==> src/rtl/seq_divider_p_if.sv <==
// -----------------------------------------------------------------------------
// seq_divider_p_if
// Handshake and operand/result bundle between the control sequencer (master)
// and the seq_divider_p divide engine (slave).
//
// Signals:
//   start        master->slave  request, accepted only while busy=0
//   signed_mode  master->slave  1 = two's-complement operands (sampled with start)
//   X            master->slave  dividend, WIDTH bits (sampled with start)
//   Y            master->slave  divisor, WIDTH bits (sampled with start)
//   busy         slave->master  high from accept edge until the result edge
//   valid        slave->master  one-cycle pulse, results valid
//   quot         slave->master  quotient, WIDTH bits
//   rem          slave->master  remainder, WIDTH bits
//   div_by_zero  slave->master  Y was zero for the current result
//   overflow     slave->master  signed min / -1 case for the current result
// -----------------------------------------------------------------------------
interface seq_divider_p_if #(
  parameter int WIDTH = 8
);
  logic             start;
  logic             signed_mode;
  logic [WIDTH-1:0] X;
  logic [WIDTH-1:0] Y;
  logic             busy;
  logic             valid;
  logic [WIDTH-1:0] quot;
  logic [WIDTH-1:0] rem;
  logic             div_by_zero;
  logic             overflow;

  modport master (
    output start, signed_mode, X, Y,
    input  busy, valid, quot, rem, div_by_zero, overflow
  );

  modport slave (
    input  start, signed_mode, X, Y,
    output busy, valid, quot, rem, div_by_zero, overflow
  );
endinterface

==> src/rtl/seq_divider_p.sv <==
// -----------------------------------------------------------------------------
// seq_divider_p
// Multi-cycle restoring integer divider, one quotient bit per clock.
// Produces quotient and remainder of X/Y in WIDTH+1 cycles after accept
// (1 cycle for a zero divisor). Optional signed mode truncates toward zero:
// the quotient is negated when operand signs differ and the remainder takes
// the sign of the dividend.
//
// Parameters:
//   WIDTH      operand/result width in bits (>= 2)
//   SIGNED_EN  1 = bus.signed_mode honoured, 0 = always unsigned
//
// Ports:
//   clk   system clock, rising edge
//   rst   asynchronous active-low reset
//   bus   seq_divider_p_if slave modport (start/operands in, busy/valid/results out)
// -----------------------------------------------------------------------------
module seq_divider_p #(
  parameter int WIDTH     = 8,
  parameter int SIGNED_EN = 1
) (
  input  logic            clk,
  input  logic            rst,
  seq_divider_p_if.slave  bus
);

  localparam int CW = $clog2(WIDTH + 1);

  typedef enum logic [1:0] {
    IDLE = 2'd0,
    CALC = 2'd1,
    SIGN = 2'd2
  } state_t;

  state_t           state;

  // Working registers
  logic [WIDTH-1:0] dvd_reg;    // dividend magnitude, shifts out MSB-first and fills with quotient bits
  logic [WIDTH-1:0] dvs_reg;    // divisor magnitude
  logic [WIDTH-1:0] prem_reg;   // partial remainder
  logic [CW-1:0]    cnt_reg;    // iterations still to run
  logic             neg_q_reg;  // negate quotient in SIGN
  logic             neg_r_reg;  // negate remainder in SIGN
  logic             ovf_reg;    // min / -1 detected at accept
  logic             zero_reg;   // divisor was zero at accept

  // Registered outputs
  logic             busy_reg;
  logic             valid_reg;
  logic [WIDTH-1:0] quot_reg;
  logic [WIDTH-1:0] rem_reg;
  logic             dbz_reg;
  logic             ovf_out_reg;

  // ---------------------------------------------------------------------------
  // Operand conditioning at accept time
  // ---------------------------------------------------------------------------
  logic             signed_act;
  logic             x_neg;
  logic             y_neg;
  logic [WIDTH-1:0] x_mag;
  logic [WIDTH-1:0] y_mag;
  logic             y_zero;
  logic             min_by_neg1;

  generate
    if (SIGNED_EN != 0) begin : g_signed
      assign signed_act = bus.signed_mode;
    end else begin : g_unsigned
      assign signed_act = 1'b0;
    end
  endgenerate

  assign x_neg  = signed_act & bus.X[WIDTH-1];
  assign y_neg  = signed_act & bus.Y[WIDTH-1];

  // Two's-complement negation of the most negative value yields the same bit
  // pattern, which read as unsigned is exactly 2^(WIDTH-1): no width is lost.
  assign x_mag  = x_neg ? (~bus.X + 1'b1) : bus.X;
  assign y_mag  = y_neg ? (~bus.Y + 1'b1) : bus.Y;
  assign y_zero = (bus.Y == '0);

  assign min_by_neg1 = signed_act
                     & (bus.X == {1'b1, {(WIDTH-1){1'b0}}})
                     & (bus.Y == {WIDTH{1'b1}});

  // ---------------------------------------------------------------------------
  // One restoring iteration
  // ---------------------------------------------------------------------------
  // The shifted remainder needs WIDTH+1 bits: the partial remainder is always
  // below the divisor, so after the shift it is below 2*divisor.
  logic [WIDTH:0]   shifted;
  logic [WIDTH:0]   diff;
  logic             fits;
  logic [WIDTH-1:0] prem_next;
  logic [WIDTH-1:0] dvd_next;

  assign shifted   = {prem_reg, dvd_reg[WIDTH-1]};
  assign diff      = shifted - {1'b0, dvs_reg};
  assign fits      = (shifted >= {1'b0, dvs_reg});
  assign prem_next = fits ? diff[WIDTH-1:0] : shifted[WIDTH-1:0];
  assign dvd_next  = {dvd_reg[WIDTH-2:0], fits};

  // Sign fix-up applied to the magnitude results
  logic [WIDTH-1:0] quot_signed;
  logic [WIDTH-1:0] rem_signed;

  assign quot_signed = neg_q_reg ? (~dvd_reg + 1'b1) : dvd_reg;
  assign rem_signed  = neg_r_reg ? (~prem_reg + 1'b1) : prem_reg;

  // ---------------------------------------------------------------------------
  // Control FSM with registered outputs
  // ---------------------------------------------------------------------------
  always_ff @(posedge clk or negedge rst) begin
    if (!rst) begin
      state       <= IDLE;
      dvd_reg     <= '0;
      dvs_reg     <= '0;
      prem_reg    <= '0;
      cnt_reg     <= '0;
      neg_q_reg   <= 1'b0;
      neg_r_reg   <= 1'b0;
      ovf_reg     <= 1'b0;
      zero_reg    <= 1'b0;
      busy_reg    <= 1'b0;
      valid_reg   <= 1'b0;
      quot_reg    <= '0;
      rem_reg     <= '0;
      dbz_reg     <= 1'b0;
      ovf_out_reg <= 1'b0;
    end else begin
      // valid is a single-cycle pulse; only SIGN raises it
      valid_reg <= 1'b0;

      case (state)
        IDLE: begin
          if (bus.start) begin
            busy_reg    <= 1'b1;
            dbz_reg     <= 1'b0;
            ovf_out_reg <= 1'b0;
            prem_reg    <= '0;
            zero_reg    <= y_zero;
            ovf_reg     <= min_by_neg1;
            neg_q_reg   <= x_neg ^ y_neg;
            neg_r_reg   <= x_neg;
            dvs_reg     <= y_mag;
            cnt_reg     <= CW'(WIDTH);
            if (y_zero) begin
              // Raw dividend is returned as the remainder; skip iterations.
              dvd_reg <= bus.X;
              state   <= SIGN;
            end else begin
              dvd_reg <= x_mag;
              state   <= CALC;
            end
          end
        end

        CALC: begin
          prem_reg <= prem_next;
          dvd_reg  <= dvd_next;
          cnt_reg  <= cnt_reg - 1'b1;
          if (cnt_reg == CW'(1)) begin
            state <= SIGN;
          end
        end

        SIGN: begin
          valid_reg <= 1'b1;
          busy_reg  <= 1'b0;
          if (zero_reg) begin
            quot_reg    <= {WIDTH{1'b1}};
            rem_reg     <= dvd_reg;
            dbz_reg     <= 1'b1;
            ovf_out_reg <= 1'b0;
          end else begin
            quot_reg    <= quot_signed;
            rem_reg     <= rem_signed;
            dbz_reg     <= 1'b0;
            ovf_out_reg <= ovf_reg;
          end
          state <= IDLE;
        end

        default: begin
          state    <= IDLE;
          busy_reg <= 1'b0;
        end
      endcase
    end
  end

  assign bus.busy        = busy_reg;
  assign bus.valid       = valid_reg;
  assign bus.quot        = quot_reg;
  assign bus.rem         = rem_reg;
  assign bus.div_by_zero = dbz_reg;
  assign bus.overflow    = ovf_out_reg;

endmodule

==> src/flat_wrapper.sv <==
// flat-port wrapper written by rule: the top's interface ports become plain ports
module seq_divider_p_flat 
#(
  parameter int WIDTH     = 8,
  parameter int SIGNED_EN = 1
)
  (clk, rst, bus_start, bus_signed_mode, bus_X, bus_Y, bus_busy, bus_valid, bus_quot, bus_rem, bus_div_by_zero, bus_overflow);
  seq_divider_p_if #(.WIDTH(WIDTH)) bus_i ();
  input  logic clk;
  input  logic rst;
  input wire logic [$bits(bus_i.start)-1:0] bus_start;
  input wire logic [$bits(bus_i.signed_mode)-1:0] bus_signed_mode;
  input wire logic [$bits(bus_i.X)-1:0] bus_X;
  input wire logic [$bits(bus_i.Y)-1:0] bus_Y;
  output wire logic [$bits(bus_i.busy)-1:0] bus_busy;
  output wire logic [$bits(bus_i.valid)-1:0] bus_valid;
  output wire logic [$bits(bus_i.quot)-1:0] bus_quot;
  output wire logic [$bits(bus_i.rem)-1:0] bus_rem;
  output wire logic [$bits(bus_i.div_by_zero)-1:0] bus_div_by_zero;
  output wire logic [$bits(bus_i.overflow)-1:0] bus_overflow;
  assign bus_i.start = bus_start;
  assign bus_i.signed_mode = bus_signed_mode;
  assign bus_i.X = bus_X;
  assign bus_i.Y = bus_Y;
  assign bus_busy = bus_i.busy;
  assign bus_valid = bus_i.valid;
  assign bus_quot = bus_i.quot;
  assign bus_rem = bus_i.rem;
  assign bus_div_by_zero = bus_i.div_by_zero;
  assign bus_overflow = bus_i.overflow;
  seq_divider_p #(.WIDTH(WIDTH), .SIGNED_EN(SIGNED_EN)) u_core (.clk(clk), .rst(rst), .bus(bus_i));
endmodule
==> config.mk <==
export PLATFORM = sky130hd
export DESIGN_NAME = seq_divider_p_flat
export DESIGN_NICKNAME = d
export VERILOG_FILES = /design/src/rtl/seq_divider_p_if.sv /design/src/rtl/seq_divider_p.sv /design/src/flat_wrapper.sv
export SDC_FILE = /design/constraint.sdc
export NUM_CORES = 1
export LEC_CHECK = 0
export CORE_AREA = 3 3 77 86
export CTS_CLUSTER_SIZE = 14
export DETAILED_ROUTE_END_ITERATION = 10
export DIE_AREA = 0 0 80 89
export PLACE_DENSITY = 0.79
export SLEW_MARGIN = 25
export SYNTH_ARGS = -nofsm -noshare
export SYNTH_HDL_FRONTEND = slang
export SYNTH_SLANG_ARGS = --single-unit
==> constraint.sdc <==
create_clock -name clk -period 2.26 [get_ports clk]
set_input_delay 0.339 -clock clk [delete_from_list [all_inputs] [get_ports clk]]
set_output_delay 0.339 -clock clk [all_outputs]
set_load 0.01 [all_outputs]
# Word level (Yosys, flattened, before mapping)
# Cells that the tools add are included.
# totals
word_cells	74
register_bits	54
out_inout_bits	20
input_bits	20
# classes
n_bitwise	10
addsub	6
n_eq_ne	7
n_lt_le_gt_ge	1
mux	26
n_reduce_logical	9
# op_table
operator	count
8-bit two-way mux	10
8-bit by 1-bit adder with 8-bit output, second input constant	4
8-bit NOT	4
8-bit one-hot mux with 2 select lines	2
8-bit equality test, second input constant	2
2-bit AND reduction	5
9-bit by 8-bit >= comparator with 1-bit output	1
8-bit logical NOT	1
4-bit one-hot mux with 2 select lines	1
8-bit subtractor	1
2-bit two-way mux	3
1-bit one-hot mux with 2 select lines	3
1-bit two-way mux	5
1-bit bitwise AND	4
4-bit by 1-bit equality test with 1-bit output, second input constant	1
4-bit two-way mux	1
2-bit one-hot mux with 2 select lines	1
2-bit nonzero test	2
4-bit by 1-bit subtractor with 4-bit output, second input constant	1
2-bit by 1-bit equality test with 1-bit output, second input constant	1
2-bit equality test, second input constant	1
2-bit logical NOT	1
2-bit by 1-bit != test with 1-bit output, second input constant	1
2-bit != test, second input constant	1
other kinds (2)	2

# Logic depth before layout (Yosys ltp)
# logic_depth
depth_word	6
depth_mapped	9
ltp_nobuf	9

# Least setup slack after synthesis
# No wires, ideal clock.
# synth_path
kind	reg-to-reg
from	register u_core.dvd_reg[7]
to	register u_core.prem_reg[6]
required_time_ns	2.130
slack_ns	0.361
t_arrival_ns	1.769
period_less_slack_ns	1.899
path_stages_with_launch	10
setup_time_ns	0.130
n_path_buf	0
cell_sequence	dfrtp_1 -> inv_1 -> ha_1 -> inv_1 -> fa_1 -> a211oi_1 -> o21bai_1 -> a21oi_1 -> xor2_1 -> o21ai_0
# synth_between
elab_chain_len	3
word_cells_on_any_way	4
classes_between	1 x add/sub; 1 x order compare; 2 x mux
# synth_rtl
item	line	source
from (decl)	seq_divider_p.sv:38	logic [WIDTH-1:0] dvd_reg;
from (signal assigned)	seq_divider_p.sv:150	dvd_reg <= bus.X;
from (signal assigned)	seq_divider_p.sv:153	dvd_reg <= x_mag;
from (signal assigned)	seq_divider_p.sv:161	dvd_reg <= dvd_next;
8-bit subtractor / 9-bit by 8-bit >= comparator with 1-bit output (equally long branches)	seq_divider_p.sv:99, seq_divider_p.sv:100	
8-bit two-way mux (*)	seq_divider_p.sv:101	assign prem_next = fits ? diff[WIDTH-1:0] : shifted[WIDTH-1:0];
8-bit one-hot mux with 2 select lines (*)	seq_divider_p.sv:135	case (state)
to (signal assigned)	seq_divider_p.sv:160	prem_reg <= prem_next;
to (decl)	seq_divider_p.sv:40	logic [WIDTH-1:0] prem_reg;
# Every way passes the cells marked *; elsewhere a longest branch is shown, timed or not.
# A chain may end at the register's enable or synchronous reset.

# Worst setup path in the final report
# Same ends and word-level chain as after synthesis.

==> flow_metrics.env <==
export IMPL_outcome="completed"
export IMPL_syn_num_nets=399
export IMPL_drtIter0Drc=98
export IMPL_tns_ns=0
export IMPL_clk_pin_slew_ns=0.10
export IMPL_ys_warn_count=0
export IMPL_max_slew_margin_rel_pct=51.1
export IMPL_grt_max_degree=55
export IMPL_diodes=0
export IMPL_setup_violations=0
export IMPL_total_power_mw=5.16
export IMPL_cpMostUsedCell="inv_1"
export IMPL_min_period_ns=2.06
export IMPL_vdd_drop_max_mv=0.550
export IMPL_finalCritPeriodShare_pct=91.2
export IMPL_ys_types=46
export IMPL_layout_drive_gt1_share_pct=6.40
export IMPL_yosys_area_top_type="dfrtp_1"
export IMPL_postCtsHoldBufs=0
export IMPL_final_hold_violation_count=0
export IMPL_root_buffer="clkbuf_8"
export IMPL_seq_area_um2=1350
export IMPL_cp_arrival_ns=2.25
export IMPL_cp_num_buf_inv=2
export IMPL_critPathMaxStageDelay_ns=0.40
export IMPL_cts_buffers=5
export IMPL_maxCapViolCount=0
export IMPL_async_flop_share_pct=100
export IMPL_grtUsageTotal_pct=20.3
export IMPL_first_pass_iters=4
export IMPL_antenna_found_initial=0
export IMPL_multi_input_area_um2=1710
export IMPL_post_drt_wl_per_cell_um=14.0
export IMPL_post_cts_setup_buffer_count=0
export IMPL_required_ns=2.45
export IMPL_syn_area_per_cell_um2=8.85
export IMPL_fp_dieH_um=89
export IMPL_ys_seq_elements=54
export IMPL_hold_class="input pin to asynchronous set/reset pin"
export IMPL_crit_path_cell_trace="inv_1, ha_1, inv_1, fa_1, a211oi_1, o21bai_1, a21oi_1, xor2_1, o21ai_0"
export IMPL_hpwl_um=5200
export IMPL_path_class="register to register"
export IMPL_p_leak_nw=1.69
export IMPL_clk_latency_ns=0.32
export IMPL_cp_slowest_cell="fa_1"
export IMPL_crit_path_max_fanout=3
export IMPL_routabilityCongestion=0.864
export IMPL_p_sw_share_pct=42.6
export IMPL_cp_start_kind="register"
export IMPL_ioPinCount=40
export IMPL_fin_nets=441
export IMPL_finClkSkew_ns=0.0106
export IMPL_synth_area_leaders="dfrtp_1 (42%), o21ai_0 (7.0%), nand2_1 (6.1%)"
export IMPL_grt_pass1_wl_um=11400
export IMPL_n_fill_cell=532
export IMPL_seq_area_frac_synth_pct=42.0
export IMPL_die_x_um=80
export IMPL_post_route_util_pct=65.8
export IMPL_power_switching_mw=2.20
export IMPL_ff2ff_setup_slack_ns=0.20
export IMPL_wl_um=6750
export IMPL_h_tree_depth=2
export IMPL_seqPwrFrac_pct=35.2
export IMPL_num_rows=29
export IMPL_vias_per_cell=5.57
export IMPL_core_region_area_um2=5810
export IMPL_grt_pass1_vias=2579
export IMPL_drv_slew=0
export IMPL_synth_top_area_share_pct=42.0
export IMPL_cts_path_max_buffers=2
export IMPL_cts_tree="done"
export IMPL_drc_errors=0
export IMPL_initial_core_util_pct=55.4
export IMPL_p_clk_share_pct=11.0
export IMPL_vias=2691
export IMPL_ys_flop_type="dfrtp_1"
export IMPL_area_growth_pct=18.9
export IMPL_port_buffers=39
export IMPL_synth_edff_count=0
export IMPL_netlist_area_um2=3210
export IMPL_die_area_um2=7120
export IMPL_mostFrequentLayoutCells="dfrtp_1 (54), nand2_1 (52), o21ai_0 (45)"
export IMPL_p_comb_share_pct=53.7
export IMPL_crit_family="compound AO/OA/AOI/OAI gates"
export IMPL_rsz0062_at_grt="false"
export IMPL_ctsResizeCount=0
export IMPL_synthCells=363
export IMPL_end_kind="register"
export IMPL_p_int_mw=2.96
export IMPL_max_freq_mhz=485
export IMPL_cts_sinks=54
export IMPL_tightest_slew_ns=0.733
export IMPL_ant_nets=0
export IMPL_power_density_nw_per_um2=1350
export IMPL_grt_overflow=0
export IMPL_layout_cells_most_common="dfrtp_1"
-- final timing paths --
path / cells past startpoint / to / startpoint
setup / recovery: 9 / u_core.prem_reg[6] / u_core.dvd_reg[7]
hold / removal: 2 / u_core.bus.rem[2] / rst
setup reg to reg: 9 / u_core.prem_reg[6] / u_core.dvd_reg[7]
hold reg to reg: 2 / u_core.bus.quot[0] / u_core.bus.quot[0]
max in group asynchronous: 2 / u_core.prem_reg[3] / rst
min in group clk: 2 / u_core.bus.quot[0] / u_core.bus.quot[0]
-- layout make-up --
class,count,area share (%)
clock buffers,7,2.26
inverters,24,2.36
flip-flops and latches,54,35.4
repair buffers,52,12.6
clock inverters,1,0.229
well taps,77,2.52
multi-input cells,268,44.6
-- power groups by stage --
stage          clock network, mW  logic, mW  registers [mW]
3_3_place_gp                   0       2.72            1.80
3_5_place_dp                   0       2.80            1.83
2_1_floorplan                  0       1.95            1.75
4_1_cts                    0.582       2.80            1.81
5_1_grt                    0.628       3.14            1.87
6_report                   0.570       2.77            1.82
-- per-stage QoR --
step / hold WS (ns) / std cells / setup WS, ns / cell area, µm²
after detailed placement: 0.455 / 475 / 0.0273 / 3730
after global placement: 0.452 / 475 / 0.110 / 3730
final: 0.138 / 483 / 0.199 / 3820
after global routing: 0.188 / 483 / 0.0511 / 3820
after floorplan: 0.0434 / 363 / 0.361 / 3210
after CTS: 0.164 / 483 / 0.192 / 3820
-- cells by family (layout without fill, tap and decap cells) --
family / after synthesis / in the layout / synth area share (%)
and+or+nand+nor: 116 / 116 / 17.1
buffers and inverters: 41 / 84 / 4.90
DFF: 54 / 54 / 42.0
muxes: 10 / 10 / 3.15
AOI/OAI and AO/OA: 97 / 97 / 18.4
xor gates and xnor gates: 29 / 29 / 7.90
adders and majority gates: 16 / 16 / 6.46
-- layer usage --
metal,track usage [%],routed length [µm],vias to the layer above
met3,3.33,200,7
met5,0,0,-
li1,-,-,1346
met4,6.91,109,0
met2,37.7,3400,45
met1,23.9,3040,1293
-- cell usage after synthesis (all sizes together) (2+ instances only) --
cell    number
a21oi       18
nor2        21
nand3        9
and3         2
o31ai        7
mux2i        9
clkbuf      13
inv         24
xor2        14
a22oi        7
nand3b       5
buf          4
nor2b        5
dfrtp       54
a32oi        3
a31oi        3
nor3b        3
xnor2       15
nor3         2
a211oi       2
o41ai        3
o21bai       2
nand2       52
or4          2
ha          15
or3          3
nand2b       6
o21ai       46
(Power assumes the default switching activity.)
